`src/rtl/if_fetch_stage.sv`:
```
// Instruction-fetch stage with IF/ID pipeline register, one-entry stall hold buffer
// and redirect handling. Optional performance counters under `IF_PERF_CNT_EN.
module if_fetch_stage #(
    parameter int              PC_W     = 12,
    parameter int              INSTR_W  = 19,
    parameter logic [PC_W-1:0] RESET_PC = '0
) (
    input  logic               clk,
    input  logic               rst,
    input  logic               stallIFID,
    input  logic               flushIFID,
    input  logic               redirect,
    input  logic [PC_W-1:0]    redirectPc,
    output logic               imemReq,
    output logic [PC_W-1:0]    imemAddr,
    input  logic               imemAck,
    input  logic [INSTR_W-1:0] imemData,
    output logic [INSTR_W-1:0] instrIFOut,
    output logic [PC_W-1:0]    pcPlusOneIFOut,
    output logic               validIFOut
`ifdef IF_PERF_CNT_EN
    ,
    output logic [15:0]        fetchCnt,
    output logic [15:0]        discardCnt
`endif
);

    typedef enum logic [1:0] {
        FETCH   = 2'd0,
        HOLD    = 2'd1,
        DISCARD = 2'd2
    } fetch_state_t;

    fetch_state_t        state;
    fetch_state_t        state_next;
    logic [PC_W-1:0]     pc;
    logic [PC_W-1:0]     pc_next;
    logic [PC_W-1:0]     pc_plus_one;
    logic [PC_W-1:0]     discard_addr;
    logic [INSTR_W-1:0]  buf_instr;
    logic [PC_W-1:0]     buf_pc_plus_one;
    logic                ack_seen;
    logic                fetch_accept;
    logic                fetch_drop;

    assign pc_plus_one = pc + PC_W'(1);

    // State register plus all datapath registers of the stage.
    always_ff @(posedge clk) begin
        if (rst) begin
            state           <= FETCH;
            pc              <= RESET_PC;
            discard_addr    <= '0;
            buf_instr       <= '0;
            buf_pc_plus_one <= '0;
            instrIFOut      <= '0;
            pcPlusOneIFOut  <= '0;
            validIFOut      <= 1'b0;
        end else begin
            state <= state_next;
            pc    <= pc_next;

            if (state == FETCH && redirect && !ack_seen)
                discard_addr <= pc;

            if (state == FETCH && ack_seen && !redirect && stallIFID) begin
                buf_instr       <= imemData;
                buf_pc_plus_one <= pc_plus_one;
            end

            // Flush outranks stall; a redirect or missing response loads a bubble.
            if (flushIFID) begin
                instrIFOut     <= '0;
                pcPlusOneIFOut <= '0;
                validIFOut     <= 1'b0;
            end else if (!stallIFID) begin
                if (redirect) begin
                    validIFOut <= 1'b0;
                end else begin
                    unique case (state)
                        FETCH: begin
                            if (ack_seen) begin
                                instrIFOut     <= imemData;
                                pcPlusOneIFOut <= pc_plus_one;
                                validIFOut     <= 1'b1;
                            end else begin
                                validIFOut <= 1'b0;
                            end
                        end
                        HOLD: begin
                            instrIFOut     <= buf_instr;
                            pcPlusOneIFOut <= buf_pc_plus_one;
                            validIFOut     <= 1'b1;
                        end
                        default: validIFOut <= 1'b0;
                    endcase
                end
            end
        end
    end

    always_comb begin
        state_next = state;
        pc_next    = pc;
        if (redirect)
            pc_next = redirectPc;
        else if (state == FETCH && ack_seen)
            pc_next = pc_plus_one;

        unique case (state)
            FETCH: begin
                if (redirect)
                    state_next = ack_seen ? FETCH : DISCARD;
                else if (ack_seen && stallIFID)
                    state_next = HOLD;
                else
                    state_next = FETCH;
            end
            HOLD: begin
                if (redirect || !stallIFID)
                    state_next = FETCH;
                else
                    state_next = HOLD;
            end
            DISCARD: begin
                if (!redirect && ack_seen)
                    state_next = FETCH;
                else
                    state_next = DISCARD;
            end
            default: state_next = FETCH;
        endcase
    end

    // Ack only counts while a request is outstanding, so HOLD and reset ignore it.
    always_comb begin
        imemReq      = 1'b0;
        imemAddr     = pc;
        if (!rst) begin
            unique case (state)
                FETCH:   imemReq = 1'b1;
                DISCARD: begin
                    imemReq  = 1'b1;
                    imemAddr = discard_addr;
                end
                default: imemReq = 1'b0;
            endcase
        end
        ack_seen     = imemAck && imemReq;
        fetch_accept = ack_seen && (state == FETCH) && !redirect;
        fetch_drop   = ack_seen && (((state == FETCH) && redirect) || (state == DISCARD));
    end

`ifdef IF_PERF_CNT_EN
    always_ff @(posedge clk) begin
        if (rst) begin
            fetchCnt   <= '0;
            discardCnt <= '0;
        end else begin
            if (fetch_accept)
                fetchCnt <= fetchCnt + 16'd1;
            if (fetch_drop)
                discardCnt <= discardCnt + 16'd1;
        end
    end
`else
    logic unused_perf;
    assign unused_perf = fetch_accept ^ fetch_drop;
`endif

endmodule

```
`config.mk`:
```
export PLATFORM = sky130hd
export DESIGN_NAME = if_fetch_stage
export DESIGN_NICKNAME = d
export VERILOG_FILES = /design/src/rtl/if_fetch_stage.sv
export SDC_FILE = /design/constraint.sdc
export NUM_CORES = 1
export LEC_CHECK = 0
export CORE_MARGIN = 4
export CORE_UTILIZATION = 40
export CTS_BUF_LIST = sky130_fd_sc_hd__clkbuf_4 sky130_fd_sc_hd__clkbuf_8
export DETAILED_ROUTE_END_ITERATION = 10
export GPL_ROUTABILITY_DRIVEN = 0
export PLACE_DENSITY = 0.71
export SETUP_SLACK_MARGIN = 0.1
export SLEW_MARGIN = 20
export SYNTH_ARGS = -nofsm -noshare
export SYNTH_HDL_FRONTEND = slang
export SYNTH_SLANG_ARGS = --single-unit
```
`constraint.sdc`:
```
create_clock -name clk -period 2.6 [get_ports clk]
set_input_delay 0.52 -clock clk [delete_from_list [all_inputs] [get_ports clk]]
set_output_delay 0.52 -clock clk [all_outputs]
set_load 0.02 [all_outputs]
```
==> flow_metrics.py <==
metrics = {
    "floorplanning": {
        "die_height_um": 108,
        "io_pins": 82,
        "die_area_mm2": 0.0116,
        "start_util_pct": 41.0,
        "die-width_um": 108,
        "coreArea_mm2": 0.00973,
        "rows": 36,
    },
    "placement": {
        "portBuffers": 81,
        "place_ws_ns": 0.123,
        "placedCellCount": 667,
        "hpwlAfterDp_um": 6940,
    },
    "clock_network": {
        "cts_tree": "yes",
        "cts_root_buf": "clkbuf_8",
        "clk_pin_slew_worst_paths_ns": 0.09,
        "cts_hold_buf": 0,
        "cts.htree.levels": 3,
        "clockBufferDepth": 2,
        "clock_sinks": 89,
        "clk-insertion-delay-late_ns": 0.36,
        "cts_buffers": 9,
    },
    "detailed_routing": {
        "first_pass_iters": 5,
        "drc": 0,
        "via_per_inst": 5.17,
        "ant_nets": 0,
        "routed_wl_um": 9820,
        "num_vias": 3550,
        "drt_iter0_drc": 179,
        "wire_per_inst_um": 14.3,
    },
    "power_and_ir_drop": {
        "ir_drop_v": 0.000277,
        "p_leak_nw": 1.86,
        "powerDensity_mw_per_mm2": 528,
    },
    "logic_synthesis": {
        "netlist_instances": 482,
        "synthesis.area_mm2": 0.00399,
        "async_flop_share_pct": 0,
        "synthDistinctLibCells": 45,
        "yosysWarnings": 0,
        "ys_ff_latch": 89,
        "syn_area_per_cell_um2": 8.28,
        "ys_seq_area_share_pct": 44.6,
        "synth_edf_count": 0,
        "ys.flop_type": "dfxtp_1",
        "syn-num-nets": 520,
    },
    "worst_setup_path": {
        "crit_buf_inv": 4,
        "path_max_fanout": 12,
        "startpoint_type": "flop",
        "critPathSlowestCell": "dfxtp_1",
        "crit_top_cell": "buf_4",
        "crit_type": "flop to output port",
        "rr_worst_depth": 5,
        "cpPeakStageDelay_ns": 0.33,
        "critPathArrivalTime_ns": 1.90,
        "timing.rr.start": "pc[0]",
        "cp-end-kind": "output port",
        "crit_chain": "inv_1 > nor3_1 > buf_4 > buf_4 > mux2_2 > dlygate4sd2_1",
        "cp_top_family": "buffers and inverters",
        "cp.required_ns": 2.08,
        "cp_num_cells": 6,
        "worstSetupStartpoint": "state[1]",
    },
    "sta": {
        "finalSetupTns_ns": 0,
        "slew_viol_final": 0,
        "period_needed_ns": 2.42,
        "fin_skew_ns": 0.0137,
        "slew_headroom_pct": 40.7,
        "min_period_over_period_pct": 93.0,
        "final-setup-viol-count": 0,
        "grt_setup_unrepaired": "true",
        "tightest_slew_ns": 0.887,
        "whs_ns": 0.460,
        "setup_ws_ns": 0.181,
        "fmax_mhz": 413,
        "hold_violations": 0,
    },
    "grt": {
        "first_global_vias": 3271,
        "grt_max_degree": 37,
        "grt_overflow": 0,
        "grt_pass1_wl_um": 15800,
        "antenna_found_initial": 0,
        "gr-usage-all-layers_pct": 16.7,
    },
    "cells_and_area": {
        "drive_gt1_share_pct": 10.8,
        "multi_input_area_mm2": 0.00200,
        "fin_cells": 686,
        "fill_cells": 901,
        "antennaDiodeCount": 0,
        "final_nets": 586,
        "final-seq-area_mm2": 0.00178,
        "syn_to_final_growth_pct": 29.0,
    },
    "min_path": {
        "hp-start": "buf_instr[18]",
        "hp-class": "flop to flop",
        "holdPathStages": 2,
    },
    "status": {
        "status": "complete, no violations",
    },
    "job": {
        "maxCapViolCount": 0,
    },
}
synthesized netlist by cell type, types with 9 or more instances:
| cell | instances | area (µm²) |
|---|---|---|
| a311oi_1 | 27 | 236 |
| clkbuf_1 | 19 | 71.3 |
| nor2_1 | 61 | 229 |
| buf_2 | 13 | 65.1 |
| nand2_1 | 99 | 372 |
| a21oi_1 | 25 | 125 |
| mux2i_1 | 14 | 140 |
| mux2_2 | 10 | 113 |
| dfxtp_1 | 89 | 1780 |
| nor3_1 | 9 | 45.0 |
| a211oi_1 | 14 | 105 |
sequential cells by signal, summed over array words and instances (netlist names):
| name | count |
|---|---|
| validIFOut | 1 |
| buf_pc_plus_one | 12 |
| pcPlusOneIFOut | 12 |
| buf_instr | 19 |
| state | 2 |
| pc | 12 |
| discard_addr | 12 |
| instrIFOut | 19 |
layout make-up:
| cell class | instances | share of cell area (%) |
|---|---|---|
| Clock buffer | 9 | 2.41 |
| Tap cell | 133 | 3.23 |
| Multi-Input combinational cell | 344 | 38.9 |
| Timing Repair Buffer | 100 | 19.1 |
| Sequential cell | 89 | 34.6 |
| Inverter | 4 | 0.292 |
| Clock inverter | 7 | 1.43 |
what timing repair did:
action | 4_1_cts | 5_1_grt
setup buffers | 0 | 3
gates resized for setup | 2 | 10
endpoints found under the setup margin | 11 | 10
final timing paths:
path | endpoint | slack, ns
worst max-delay path | imemAddr[2] | 0.18
worst min-delay path | buf_instr[18] | 0.46
worst max register to register | pcPlusOneIFOut[8] | 0.51
worst min register to register | buf_instr[18] | 0.46
metrics by stage:
stage	total power [W]	util [%]	area [µm²]
2_1_floorplan	0.00168	-	3990
3_3_place_gp	0.00183	50.4	4910
3_5_place_dp	0.00183	50.4	4910
4_1_cts	0.00275	52.4	5100
5_1_grt	0.00284	52.9	5150
6_report	0.00272	52.9	5150
cells by family (layout without fill, tap and decap cells):
logic type                 count (synthesis)  after routing  synth area share, %
buffers and inverters                     49            120                 5.48
AOI/OAI and AO/OA                         93             93                 16.1
and+or+nand+nor                          212            212                 24.0
xor gates and xnor gates                  13             13                 2.85
DFF                                       89             89                 44.6
muxes                                     24             24                 6.33
adders and majority gates                  2              2                0.564
cell usage in the layout, fill, tap and decap left out, drive strengths merged, types with 2 or more instances in the layout:
master / instances
buf: 20
and3: 3
nand3: 5
or3: 7
nand4: 6
nor4: 4
inv: 6
nor2: 61
o211ai: 6
dlymetal6s2s: 10
or4b: 2
clkinv: 3
clkbuf: 9
xnor2: 8
dlygate4sd2: 2
clkdlybuf4s50: 68
a211oi: 14
mux2i: 14
and4: 2
a21oi: 25
o21ai: 8
nand2: 99
o21a: 3
mux2: 10
and2: 2
nand2b: 3
dfxtp: 89
xor2: 5
nor3: 13
a311oi: 27
o22ai: 6
clkinvlp: 2
nor2b: 2
routing by layer:
| metal | wire [µm] | vias up | track usage [%] |
|---|---|---|---|
| met5 | 0 | - | 0 |
| met4 | 130 | 0 | 4.24 |
| met3 | 599 | 10 | 4.20 |
| met2 | 4560 | 103 | 28.0 |
| met1 | 4520 | 1629 | 21.6 |
| li1 | - | 1808 | - |
worst reg2reg max path, delay by kind of cell (launching register included):
kind | cells | cell delay, ns
AND/OR/NAND/NOR | 3 | 1.09
flip-flops | 1 | 0.51
adder cells (fa/ha/maj) | 1 | 0.27
AO/OA/AOI/OAI | 1 | 0.16
power breakdown:
group / internal [W] / total [W] / switching (W)
Clock: 0.000376 / 0.000920 / 0.000544
Sequential: 0.00140 / 0.00145 / 0.0000436
Combinational: 0.000170 / 0.000355 / 0.000185
Total: 0.00195 / 0.00272 / 0.000772
Power figures use the tool's default switching activity.
